## config.mk

```make
export PLATFORM = sky130hd
export DESIGN_NAME = result_writeback
export DESIGN_NICKNAME = d
export VERILOG_FILES = /design/src/rtl/result_writeback.sv
export SDC_FILE = /design/constraint.sdc
export NUM_CORES = 2
export LEC_CHECK = 0
export ABC_AREA = 1
export CAP_MARGIN = 20
export CORE_MARGIN = 8
export CORE_UTILIZATION = 30
export DETAILED_ROUTE_END_ITERATION = 10
export DONT_BUFFER_PORTS = 1
export SYNTH_ARGS = -nofsm -noshare
export SYNTH_HDL_FRONTEND = slang
export SYNTH_MEMORY_MAX_BITS = 65536
export SYNTH_SLANG_ARGS = --single-unit
export TNS_END_PERCENT = 100
```

## constraint.sdc

```tcl
create_clock -name clk -period 12.1 [get_ports clk]
set_input_delay 1.21 -clock clk [delete_from_list [all_inputs] [get_ports clk]]
set_output_delay 1.21 -clock clk [all_outputs]
set_load 0.005 [all_outputs]
```

## src/rtl/result_writeback.sv

```systemverilog
// result_writeback: downstream stage of the 4x4 systolic array.
// Snapshots the N*N signed results on an accepted done_i pulse, then drains them in
// row-major order into an internal result memory (at base_addr + idx, when
// save_into_memory was set) and onto a valid/ready stream. A registered host read port
// returns stored results.
//
// Optional feature macro: WB_STREAM_EN
//   defined   - stream port active, m_ready gates each element.
//   undefined - m_valid/m_data/m_last tied to 0, m_ready ignored, one element per cycle.
//
// Ports:
//   clk, rst          - clock, asynchronous active-high reset
//   done_i            - one-cycle completion pulse from the array
//   res_i             - flattened results, element (i,j) at slice i*N+j
//   base_addr         - result-memory start address (sampled on accept)
//   save_into_memory  - memory-write enable for the job (sampled on accept)
//   m_valid/m_ready/m_data/m_last - result stream, m_last with the final element
//   rd_addr/rd_data   - host read port, one-cycle registered read
//   busy              - job in DRAIN or FINISH
//   wb_done           - one-cycle pulse on job completion
//   overflow          - sticky: a done_i arrived while busy and was dropped
module result_writeback #(
  parameter int unsigned DATA_W = 16,
  parameter int unsigned N      = 4,
  parameter int unsigned ADDR_W = 8
) (
  input  logic                     clk,
  input  logic                     rst,
  input  logic                     done_i,
  input  logic [N*N*DATA_W-1:0]    res_i,
  input  logic [ADDR_W-1:0]        base_addr,
  input  logic                     save_into_memory,
  output logic                     m_valid,
  input  logic                     m_ready,
  output logic [DATA_W-1:0]        m_data,
  output logic                     m_last,
  input  logic [ADDR_W-1:0]        rd_addr,
  output logic [DATA_W-1:0]        rd_data,
  output logic                     busy,
  output logic                     wb_done,
  output logic                     overflow
);

  localparam int unsigned NumEl = N * N;
  localparam int unsigned IdxW  = $clog2(NumEl);
  localparam int unsigned Depth = 2 ** ADDR_W;

  typedef enum logic [1:0] {StIdle, StDrain, StFinish} state_e;

  state_e              state_q;
  logic [IdxW-1:0]     idx_q;
  logic [ADDR_W-1:0]   base_q;
  logic                save_q;
  logic                busy_q;
  logic                wb_done_q;
  logic                overflow_q;
  logic [DATA_W-1:0]   rd_data_q;
  logic [DATA_W-1:0]   snap_q [NumEl];
  logic [DATA_W-1:0]   mem [Depth];

  logic                accept;
  logic                adv;
  logic                last_el;
  logic                wr_en;
  logic [ADDR_W-1:0]   wr_addr;

`ifdef WB_STREAM_EN
  logic                m_valid_q;
  logic                m_last_q;
  logic [DATA_W-1:0]   m_data_q;

  assign adv     = m_valid_q & m_ready;
  assign m_valid = m_valid_q;
  assign m_data  = m_data_q;
  assign m_last  = m_last_q;
`else
  logic unused_m_ready;
  assign unused_m_ready = m_ready;

  // Without a stream consumer every DRAIN cycle retires one element.
  assign adv     = 1'b1;
  assign m_valid = 1'b0;
  assign m_data  = '0;
  assign m_last  = 1'b0;
`endif

  assign accept  = (state_q == StIdle) && done_i;
  assign last_el = (idx_q == IdxW'(NumEl - 1));
  assign wr_en   = (state_q == StDrain) && adv && save_q;
  // Unsigned add wraps modulo the memory depth.
  assign wr_addr = base_q + ADDR_W'(idx_q);

  // Control FSM with registered outputs.
  always_ff @(posedge clk or posedge rst) begin
    if (rst) begin
      state_q    <= StIdle;
      idx_q      <= '0;
      base_q     <= '0;
      save_q     <= 1'b0;
      busy_q     <= 1'b0;
      wb_done_q  <= 1'b0;
      overflow_q <= 1'b0;
`ifdef WB_STREAM_EN
      m_valid_q  <= 1'b0;
      m_data_q   <= '0;
      m_last_q   <= 1'b0;
`endif
    end else begin
      wb_done_q <= 1'b0;
      if (done_i && (state_q != StIdle)) overflow_q <= 1'b1;
      case (state_q)
        StIdle: begin
          if (done_i) begin
            state_q   <= StDrain;
            idx_q     <= '0;
            base_q    <= base_addr;
            save_q    <= save_into_memory;
            busy_q    <= 1'b1;
`ifdef WB_STREAM_EN
            // Snapshot is written this same edge, so present element 0 from the input.
            m_valid_q <= 1'b1;
            m_data_q  <= res_i[DATA_W-1:0];
            m_last_q  <= (NumEl == 1);
`endif
          end
        end
        StDrain: begin
          if (adv) begin
            if (last_el) begin
              state_q   <= StFinish;
              wb_done_q <= 1'b1;
`ifdef WB_STREAM_EN
              m_valid_q <= 1'b0;
              m_data_q  <= '0;
              m_last_q  <= 1'b0;
`endif
            end else begin
              idx_q     <= idx_q + 1'b1;
`ifdef WB_STREAM_EN
              m_data_q  <= snap_q[idx_q + 1'b1];
              m_last_q  <= (idx_q == IdxW'(NumEl - 2));
`endif
            end
          end
        end
        StFinish: begin
          state_q <= StIdle;
          busy_q  <= 1'b0;
        end
        default: state_q <= StIdle;
      endcase
    end
  end

  // Snapshot buffer: loaded only on an accepted done_i.
  always_ff @(posedge clk) begin
    if (accept) begin
      for (int k = 0; k < NumEl; k++) begin
        snap_q[k] <= res_i[k*DATA_W +: DATA_W];
      end
    end
  end

  // Result memory is never cleared by reset.
  always_ff @(posedge clk) begin
    if (wr_en) mem[wr_addr] <= snap_q[idx_q];
  end

  // Read-first: a same-cycle write to rd_addr is seen one edge later.
  always_ff @(posedge clk or posedge rst) begin
    if (rst) rd_data_q <= '0;
    else     rd_data_q <= mem[rd_addr];
  end

  assign rd_data  = rd_data_q;
  assign busy     = busy_q;
  assign wb_done  = wb_done_q;
  assign overflow = overflow_q;

endmodule
```

==> results.cfg <==
[outcome]
status = complete, but fails checks
violations = max-slew violations

[logic_synthesis]
syn_inst = 14400
synth_compound_area_share_pct = 0.785
synth_simple_gate_area_share_pct = 21.8
synth.most_common_cell = edfxtp_1
yosys-mux-area-fraction_pct = 0
ys.flop_type = edfxtp_1
synth_top_family_by_area = simple AND/OR/NAND/NOR gates
yosys-top-cells-area = edfxtp_1 (74%), nand3_1 (11%), nand2_1 (9.0%)
yosysUniqueCellTypes = 36
synth_area_um2 = 177000
yosys_warnings = 0
async_reset_ff_share_pct = 0.775
avgSynthCellArea_um2 = 12.3
synth_xor_area_share_pct = 0.0375
yosys.area.top_type_share_pct = 73.8
yosysTopAreaCell = edfxtp_1
synth_seq_cells = 4386
synthAdderAreaFrac_pct = 0.0467
synth_edf_count = 4352
synth_commonest_cells = edfxtp_1 (4352), nand2_1 (4241), nand3_1 (4049)
yosysSeqAreaShare_pct = 74.3

[sta]
finalSetupTns_ps = 0
skew_ps = 130
period_needed_ps = 5790
grt_setup_unrepaired = false
finalMaxSlewViolations = 464
final-setup-viol-count = 0
fmax_ghz = 0.173
maxSlewHeadroom_pct = -50.7
finalCritPeriodShare_pct = 47.8
tightest_slew_ps = 2260
hold_violations = 0

[finish]
area_growth_pct = 12.9
stdcell_area_um2 = 200000
fin_nets = 14400
fill_cells = 56800
postLayoutCoreUtil_pct = 33.9
layout-drive-gt1-share_pct = 8.64
stdcell_count = 22300

[setup_path]
worst-path-buf-inv = 5
path_common_cell = buf_4
cp_top_family = buffers and inverters
critPathArrivalTime_ps = 6420
worst-r2r-cell-count = 9
cp_cell_sequence = clkinv_2, buf_4, buf_4, o21ai_0, o221ai_1, nand3_1, nand2_4, buf_4, buf_4
r2r-end = mem[213][13]$_DFFE_PP_
slowest_delay_ps = 880
end_kind = flop
crit_end = mem[213][13]$_DFFE_PP_
critPathLaunchType = flop
cp.required_ps = 12740
crit_slowest_cell = buf_4
worstSetupPathType = flop to flop
critPathMaxFanout = 80
path_depth = 9
timing.rr.start = idx_q[0]$_DFFE_PP0P_
regToRegSetupSlack_ps = 6310
startpoint = idx_q[0]$_DFFE_PP0P_

[cts]
cts.sink_count = 4386
cts_resized = 0
postCtsHoldBufs = 0
cts_made_buffers = 430
clockBufferDepth = 4
worstSkewPairLatency_ps = 1060
post_cts_buffers = 0
cts_tree = done
cts_max_level = 5
path_clk_slew_ps = 60
cts_root_buf = clkbuf_16

[route]
via_per_inst = 5.04
vias = 113000
drtIter0Drc = 12900
wl_um = 507000
dr.pass1.iters = 6
antenna_left = 0
wl_per_cell_um = 22.7
drc = 0

[grt]
grt_usage_pct = 15.7
grt_overflow = 0
grt_pass1_wl_um = 730000
antenna_found_initial = 32
grt_max_degree = 514
grt_pass1_vias = 104000

[die]
initial_core_util_pct = 30.1
die-area_um2 = 615000
num_io_pins = 314
die_h_um = 784
die_width_um = 784
core_area_um2 = 589000
rows = 282

[placement]
place_hpwl_um = 265000
routabilityCongestion = 0.856
place_area_um2 = 186000
place_inst = 21500
io_buffer_count = 0

[pwr]
power_density_nw_per_um2 = 221
leakage_uw = 0.0674
ir_drop_mv = 0.406

[job]
maxCapViolations = 0

[hold_path]
hold_class = primary input to asynchronous set/reset pin
## per-stage QoR
step / power [uW] / setup slack, ps / hold WS [ps]
6_report: 44200 / 6310 / 224
5_1_grt: 45500 / 6050 / 205
4_1_cts: 44300 / 6360 / 175
3_5_place_dp: 31500 / 5800 / 471
3_3_place_gp: 31300 / 5460 / 466
2_1_floorplan: 27800 / 2770 / 449
## power breakdown
part,leakage (uW),total (uW),internal [uW],switching [uW]
sequential,0.0396,21900,21700,150
clock,0.00662,13000,7130,5820
combinational,0.0213,9400,1030,8370
total,0.0674,44200,29900,14300
## cell type report
class                      instances  area (um^2)  area share (%)
clock inverter                   244         2060            1.03
tap                             7810         9770            4.89
sequential                      4386       132000            65.8
inverter                          34          180          0.0902
timing repair buffer             344         3200            1.60
antenna                           20         50.0          0.0250
multi-input combinational       8955        41600            20.8
clock buffer                     550        11400            5.73
## how the worst min path moves through the flow
stage / from / endpoint / slack (ps) / cells after the start
floorplan: save_q$_DFFE_PP0P_ / save_q$_DFFE_PP0P_ / 450 / 2
global placement: save_q$_DFFE_PP0P_ / save_q$_DFFE_PP0P_ / 470 / 2
detailed placement: save_q$_DFFE_PP0P_ / save_q$_DFFE_PP0P_ / 470 / 2
CTS: rst / base_q[3]$_DFFE_PP0P_ / 180 / 2
global route: res_i[216] / snap_q[13][8]$_DFFE_PP_ / 210 / 0
finish: rst / base_q[6]$_DFFE_PP0P_ / 220 / 2
## logic make-up after synthesis
logic type / count (synthesis)
AO/OA/AOI/OAI: 225
XOR/XNOR: 5
adder cells (fa/ha/maj): 6
buffers and inverters: 1072
flip-flops: 4386
other: 1
AND/OR/NAND/NOR: 8701
## routing by layer
layer  part of all wire (%)  routed length (um)  GRT usage (%)  vias up
li1                       -                   -              -    51300
met1                     42              211000           21.8    55400
met2                     45              228000           24.1     4960
met3                    9.8               49900           3.63      803
met4                    3.5               17600           5.10       34
met5                  0.043                 218              0        -
## placed cells by master, fill, tap and decap left out, types with 4 or more instances in the layout
| cell | netlist | layout |
|---|---|---|
| inv_6 | 0 | 9 |
| nor3_2 | 94 | 196 |
| nand2_4 | 0 | 23 |
| clkbuf_8 | 0 | 13 |
| diode_2 | 0 | 20 |
| nor3_4 | 0 | 60 |
| conb_1 | 1 | 18 |
| nand3_1 | 4049 | 4049 |
| inv_2 | 6 | 5 |
| dfrtp_1 | 34 | 31 |
| o211ai_1 | 18 | 18 |
| inv_8 | 0 | 6 |
| inv_1 | 26 | 20 |
| buf_16 | 0 | 18 |
| nor3_1 | 168 | 6 |
| clkbuf_16 | 0 | 435 |
| o22ai_1 | 19 | 19 |
| edfxtp_1 | 4352 | 4352 |
| buf_12 | 0 | 19 |
| o21ai_0 | 136 | 136 |
| inv_16 | 0 | 4 |
| clkinv_2 | 1 | 90 |
| nand2_2 | 5 | 14 |
| nand2_1 | 4241 | 4209 |
| o221ai_1 | 46 | 46 |
| buf_4 | 125 | 305 |
| clkinv_1 | 1 | 106 |
| nand3_4 | 0 | 4 |
| clkinv_16 | 0 | 14 |
| ha_1 | 5 | 5 |
| clkbuf_1 | 219 | 102 |
| nor2_1 | 134 | 134 |
| bufinv_16 | 0 | 20 |
## sequential cells by signal (all words and copies together), names as in the netlist
register / flops
base_q: 8
busy: 1
idx_q: 4
mem: 4096
overflow: 1
rd_data: 16
save_q: 1
snap_q: 256
state_q: 2
wb_done: 1
(Power assumes the default switching activity.)
